$ cat src/rtl/mux_rr_stream.sv
// Registered N-to-1 valid/ready stream mux with manual select or
// round-robin arbitration with burst hold.
//
// Ports:
//   clk, rst_n           clock, async active-low reset
//   in_data/valid/ready  CHANNELS input streams, channel k at [k*WIDTH +: WIDTH]
//   mode                 0 = manual (sel), 1 = round-robin
//   sel                  channel index used in manual mode
//   out_data/chan/valid  registered output beat and its source channel
//   out_ready            downstream accept
module mux_rr_stream #(
  parameter int WIDTH    = 8,
  parameter int CHANNELS = 4,
  parameter int SELW     = 2,
  parameter int BURST    = 1
) (
  input  logic                      clk,
  input  logic                      rst_n,
  input  logic [CHANNELS*WIDTH-1:0] in_data,
  input  logic [CHANNELS-1:0]       in_valid,
  output logic [CHANNELS-1:0]       in_ready,
  input  logic                      mode,
  input  logic [SELW-1:0]           sel,
  output logic [WIDTH-1:0]          out_data,
  output logic [SELW-1:0]           out_chan,
  output logic                      out_valid,
  input  logic                      out_ready
);

  localparam logic [7:0] BURST_C = 8'(BURST);
  localparam logic [SELW-1:0] LAST_C = SELW'(CHANNELS - 1);

  logic [SELW-1:0]  last_grant;
  logic [SELW-1:0]  grant;
  logic [7:0]       beat_cnt;
  logic             grant_ok;
  logic             load;
  logic             lg_valid;
  logic             hold;
  logic [WIDTH-1:0] gdata;
  int               idx;

  // one-deep output register: refill when empty or being drained
  assign load = !out_valid || out_ready;

  always_comb begin
    lg_valid = 1'b0;
    for (int k = 0; k < CHANNELS; k++)
      if (SELW'(k) == last_grant)
        lg_valid = in_valid[k];
  end

  // beat_cnt is zero after reset and in manual mode, so
  // entering round-robin always starts a fresh search
  assign hold = (beat_cnt != 8'd0) && (beat_cnt < BURST_C) && lg_valid;

  always_comb begin
    grant_ok = 1'b0;
    grant    = '0;
    idx      = 0;
    if (!mode) begin
      // out-of-range sel matches no k and so never grants
      for (int k = 0; k < CHANNELS; k++)
        if (SELW'(k) == sel && in_valid[k]) begin
          grant_ok = 1'b1;
          grant    = SELW'(k);
        end
    end else if (hold) begin
      grant_ok = 1'b1;
      grant    = last_grant;
    end else begin
      // scan farthest offset first so the nearest valid wins
      for (int off = CHANNELS; off >= 1; off--) begin
        idx = (int'(last_grant) + off) % CHANNELS;
        for (int k = 0; k < CHANNELS; k++)
          if (k == idx && in_valid[k]) begin
            grant_ok = 1'b1;
            grant    = SELW'(k);
          end
      end
    end
  end

  always_comb begin
    gdata = '0;
    for (int k = 0; k < CHANNELS; k++)
      if (SELW'(k) == grant)
        gdata = in_data[k*WIDTH +: WIDTH];
  end

  always_comb begin
    in_ready = '0;
    for (int k = 0; k < CHANNELS; k++)
      in_ready[k] = rst_n && load && grant_ok && (grant == SELW'(k));
  end

  always_ff @(posedge clk or negedge rst_n) begin
    if (!rst_n) begin
      out_data   <= '0;
      out_chan   <= '0;
      out_valid  <= 1'b0;
      last_grant <= LAST_C;
      beat_cnt   <= 8'd0;
    end else begin
      if (load) begin
        if (grant_ok) begin
          out_data   <= gdata;
          out_chan   <= grant;
          out_valid  <= 1'b1;
          last_grant <= grant;
        end else begin
          out_valid  <= 1'b0;
        end
      end
      if (!mode)
        beat_cnt <= 8'd0;
      else if (load && grant_ok) begin
        if (grant != last_grant || beat_cnt == BURST_C)
          beat_cnt <= 8'd1;
        else
          beat_cnt <= beat_cnt + 8'd1;
      end
    end
  end

endmodule

$ cat config.mk
export PLATFORM = sky130hd
export DESIGN_NAME = mux_rr_stream
export DESIGN_NICKNAME = d
export VERILOG_FILES = /design/src/rtl/mux_rr_stream.sv
export SDC_FILE = /design/constraint.sdc
export NUM_CORES = 1
export LEC_CHECK = 0
export CORE_UTILIZATION = 39
export CTS_CLUSTER_SIZE = 8
export DETAILED_ROUTE_END_ITERATION = 10
export GPL_TIMING_DRIVEN = 0
export PLACE_DENSITY = 0.83
export SKIP_CTS_REPAIR_TIMING = 1
export SYNTH_ARGS = -nofsm -noshare
export SYNTH_HDL_FRONTEND = slang
export SYNTH_SLANG_ARGS = --single-unit
export TNS_END_PERCENT = 10
$ cat constraint.sdc
create_clock -name clk -period 6.2 [get_ports clk]
set_input_delay 1.55 -clock clk [delete_from_list [all_inputs] [get_ports clk]]
set_output_delay 1.55 -clock clk [all_outputs]
set_load 0.05 [all_outputs]
== Word-level counts from Yosys, hierarchy flattened ==
Cells that the tools add are included.
W data, S select, Z words.

* Add/sub/neg operators: 5
* Multiply operators: 0
* Divide/modulo/power cells: 0
* Order comparisons: 1
* Equality and inequality tests: 27
* Shift operators: 0
* Multiplexer cells: 54
* Bitwise gates (word level): 4
* Reductions and logical operators: 45

{| class="wikitable"
|+ Operator list
! cell !! number
|-
| $logic_not A32 Y1 || 4
|-
| $mux W8 || 7
|-
| $mux W2 || 18
|-
| $logic_and A1 B1 Y1 || 29
|-
| $mux W1 || 29
|-
| $eq A3 B3 Y1 const A || 8
|-
| $eq A2 B2 Y1 const A || 6
|-
| $eq A2 B3 Y1 const A || 4
|-
| $add A8 B1 Y8 const B || 1
|-
| $eq A8 B1 Y1 const B || 1
|-
| $lt A8 B1 Y1 const B || 1
|-
| $reduce_bool A8 Y1 || 1
|-
| $reduce_or A2 Y1 || 4
|-
| $eq A1 B2 Y1 const A || 3
|-
| $logic_not A2 Y1 || 3
|-
| $add A2 B1 Y2 const B || 2
|-
| $add A2 B2 Y2 const B || 2
|-
| $and A1 B1 Y1 const A || 4
|-
| $eq A2 B2 Y1 const B || 2
|-
| $eq A2 B1 Y1 const B || 1
|-
| $logic_or A1 B1 Y1 || 2
|-
| $ne A2 B1 Y1 const B || 1
|-
| $ne A2 B2 Y1 || 1
|-
| $reduce_and A2 Y1 || 1
|-
| $logic_not A1 Y1 || 1
|}

* Register bits after elaboration: 21
* Bits in latches: 0
* RAM bits: 0
* ROM bits: 0
* Logic and storage cells: 141
* Memories: 0

== Longest topological paths before layout ==
* Depth after elaboration: 27
* Depth in mapped cells: 8

== Worst setup path after synthesis ==
Ideal clock, no wire load.

* Path kind: input to output
* Start point: input port in_valid[1]
* End point: output port in_ready[0]
* Arrival time: 3339 ps
* Data required time: 4650 ps
* Setup slack: 1311 ps
* Cell stages on the path: 7
* Path through: buf_2 -> mux2_2 -> a21oi_1 -> a41oi_1 -> buf_4 -> or3_1 -> nor2_1

* Longest elaborated chain between the ends: 20
* Elaborated cells between the ends (all ways): 52
* Those cells by class: mux: 43; reduce/logical: 9

{| class="wikitable"
|+ Ends and longest elaborated chain
! what !! line !! source
|-
| start, declared || 20 || <nowiki>input logic [CHANNELS-1:0] in_valid,</nowiki>
|-
| $logic_and A1 B1 Y1 || 76 || <nowiki>if (k == idx && in_valid[k]) begin</nowiki>
|-
| $mux W1 || 76 ||
|-
| $mux W2 / $mux W1 (equally long branches) (14 in series) || 76 ||
|-
| $mux W2 / $mux W1 (equally long branches) || 68 || <nowiki>end else if (hold) begin</nowiki>
|-
| $mux W2 / $mux W1 (equally long branches) || 61 || <nowiki>if (!mode) begin</nowiki>
|-
| $logic_not A2 Y1 / $logic_and A1 B1 Y1 (equally long branches) || 94 || <nowiki>in_ready[k] = rst_n && load && grant_ok && (grant == SELW'(k));</nowiki>
|-
| $logic_and A1 B1 Y1 * || 94 ||
|-
| end, declared || 21 || <nowiki>output logic [CHANNELS-1:0] in_ready,</nowiki>
|}

Mark *: on every way between the ends. The rest lies on a longest branch, timed or not.

== Final worst setup path ==
* Start point: input port sel[1]
* End point: output port in_ready[0]

* Longest elaborated chain between the ends: 9
* Elaborated cells between the ends (all ways): 20
* Those cells by class: eq/ne: 3; mux: 9; reduce/logical: 8

{| class="wikitable"
|+ Ends and longest elaborated chain
! what !! line !! source
|-
| start, declared || 23 || <nowiki>input logic [SELW-1:0] sel,</nowiki>
|-
| $logic_not A2 Y1 || 64 || <nowiki>if (SELW'(k) == sel && in_valid[k]) begin</nowiki>
|-
| $logic_and A1 B1 Y1 || 64 ||
|-
| $mux W1 (4 in series) || 64 ||
|-
| $mux W1 || 61 ||
|-
| $logic_and A1 B1 Y1 || 94 ||
|-
| $logic_and A1 B1 Y1 * || 94 ||
|}

Marks and branches as above.

==> metrics.cfg <==
[synthesis]
synth_cell_types = 31
synth_top_cell_by_area = dfrtp_1
yosysWarnings = 0
synth.avg_cell_area_um2 = 9.27
synth_nets = 144
yosysTopAreaCellShare_pct = 29.1
yosysSeqAreaShare_pct = 34.7
ys_seq_elements = 13
synth_cells = 102
synth_area_leaders = dfrtp_1 29%, mux2i_1 17%, o221ai_1 7.4%
syn-cell-area_um2 = 946

[placement]
hpwl_mm = 2.03
port_buffers = 54
gp_congestion = 0.810
dp.cells = 184
dp_slack_ps = 422

[floorplanning]
dieHeight_um = 51.3
die_area_um2 = 2630
rows = 17
core_area_um2 = 2250
die_w_um = 51.3
initial_core_util_pct = 42.0
num_io_pins = 57

[timing]
setup_violations = 0
setup_slack_ps = 427
maxSlewHeadroom_pct = 57.7
clock_skew_ps = 5.47
worstMarginPinSlew_ps = 632
hold_viol = 0
rsz0062_at_grt = no
slew_violations = 0
fin_crit_sh_pct = 93.1
timing.fmax_ghz = 0.173
tns_ps = 0
finalCriticalPeriod_ps = 5770

[global_route]
overflow = 0
grt_pass1_vias = 1032
grt_max_degree = 16
grt_pass1_wl_mm = 4.35
grt_usage_pct = 22.7
antenna_found_initial = 0

[min_path]
hp-class = reg -> reg

[drt]
wl_per_cell_um = 14.0
vias_per_cell = 5.51
num_vias = 1036
drcViolationCount = 0
ant_nets = 0
drtIter0Drc = 23
firstDrtPassIters = 4
wl_mm = 2.64

[setup_path]
worstSetupPathType = in -> out
arrival_ps = 4220
setup.worst_path.end_class = output port
crit_start = sel[1]
ff2ff_path_depth = 8
startpoint_type = input port
rr_startpoint = last_grant[1]
crit_end = in_ready[0]
r2r_slack_ps = 4160
worstPathMaxFanout = 10
required_ps = 4650
regToRegEndpoint = out_data[6]

[clock_network]
clock-root-buffer = clkbuf_4
clk_path_buf_depth = 2
clk_pin_slew_ps = 80
cts_tree = built
numCtsBuffers = 3
clock_sinks = 13
htreeDepth = 1
clk_latency_ps = 270

[layout]
fin_cells = 188
seq_area_um2 = 328
final_core_util_pct = 68.6
final_cell_mix = 54 x clkdlybuf4s50_1, 16 x mux2i_1, 11 x nand2_1, 11 x dfrtp_1, 8 x o221ai_1
syn_to_final_growth_pct = 63.6
diodes = 0
fill_cells = 195
final_common_cell = clkdlybuf4s50_1
nNetsFinal = 203
multi_input_area_um2 = 544
layout-drive-gt1-share_pct = 11.3

[pwr]
peakVddDrop_mv = 0.184
powerDensity_nw_per_um2 = 253
p_leak_nw = 0.682
finalPower_mw = 0.391

[run_status]
status = finished clean

[run]
drv_cap = 0

==> metrics by stage <==
stage	area (um2)	hold slack, ps
floorplan	946	593
global placement	1520	458
detailed placement	1520	468
CTS	1550	485
global route	1550	505
finish	1550	485
==> cell families (layout without fill, tap and decap cells) <==
group                  count (synthesis)  after routing  share of synthesized area, %
AO/OA/AOI/OAI                         27             27                          22.0
multiplexers                          18             18                          19.7
AND/OR/NAND/NOR                       31             31                          15.9
flip-flops                            13             13                          34.7
buffers and inverters                 13             71                          7.80
==> synthesized netlist by cell type <==
library cell,number
nor3b_1,1
nand3_1,2
a311oi_1,1
clkbuf_1,1
a221o_1,2
nand2b_1,4
and2_1,1
nand2_2,1
dfstp_2,2
nor2b_1,2
mux2_2,1
buf_2,3
a21oi_2,1
buf_6,1
dfrtp_1,11
a31oi_1,1
clkbuf_2,2
a41oi_1,1
inv_1,3
or3_1,1
nand2_1,11
mux2i_1,16
o211ai_1,2
o21ai_0,2
a21oi_1,3
o221ai_1,8
a21o_1,6
mux2_4,1
nor2_1,7
buf_4,3
and3b_1,1
==> routing by layer <==
layer | global-route usage (%) | vias up | share of wire [%]
li1 | - | 487 | -
met1 | 26.3 | 491 | 44
met2 | 39.3 | 56 | 47
met3 | 5.65 | 2 | 8.3
met4 | 9.91 | 0 | 0.95
met5 | 0 | - | 0
==> power breakdown <==
group          total [mW]  internal (mW)  switching, mW
logic               0.221         0.0927          0.128
registers           0.119          0.107         0.0115
clock network      0.0518         0.0249         0.0270
total               0.391          0.225          0.166
==> worst min-delay path by stage <==
stage | from | to | slack, ps | depth (start not counted)
finish | out_chan[0] | out_chan[0] | 490 | 1
global route | out_chan[0] | out_chan[0] | 510 | 1
CTS | out_chan[0] | out_chan[0] | 490 | 1
detailed placement | out_chan[0] | out_chan[0] | 470 | 1
global placement | out_chan[0] | out_chan[0] | 460 | 1
floorplan | last_grant[0] | last_grant[0] | 590 | 2
==> state kept, by name, summed over array words and instances (netlist names) <==
signal,count
out_data,8
last_grant,2
out_chan,2
out_valid,1
==> worst max-delay path, cell delays in order <==
cell             delay [ps]
clkdlybuf4s50_1         550
mux2_2                  350
a21oi_1                 160
a41oi_1                  70
buf_4                   230
or3_1                   380
nor2_1                  110
clkdlybuf4s50_1         810
==> layout make-up <==
type,count,area share (%)
flip-flops and latches,13,21.2
clock buffers,4,1.70
plain buffers,10,4.04
inverters,3,0.728
well taps,28,2.26
multi-input cells,76,35.2
repair buffers,54,34.9
Power figures use the tool's default switching activity.
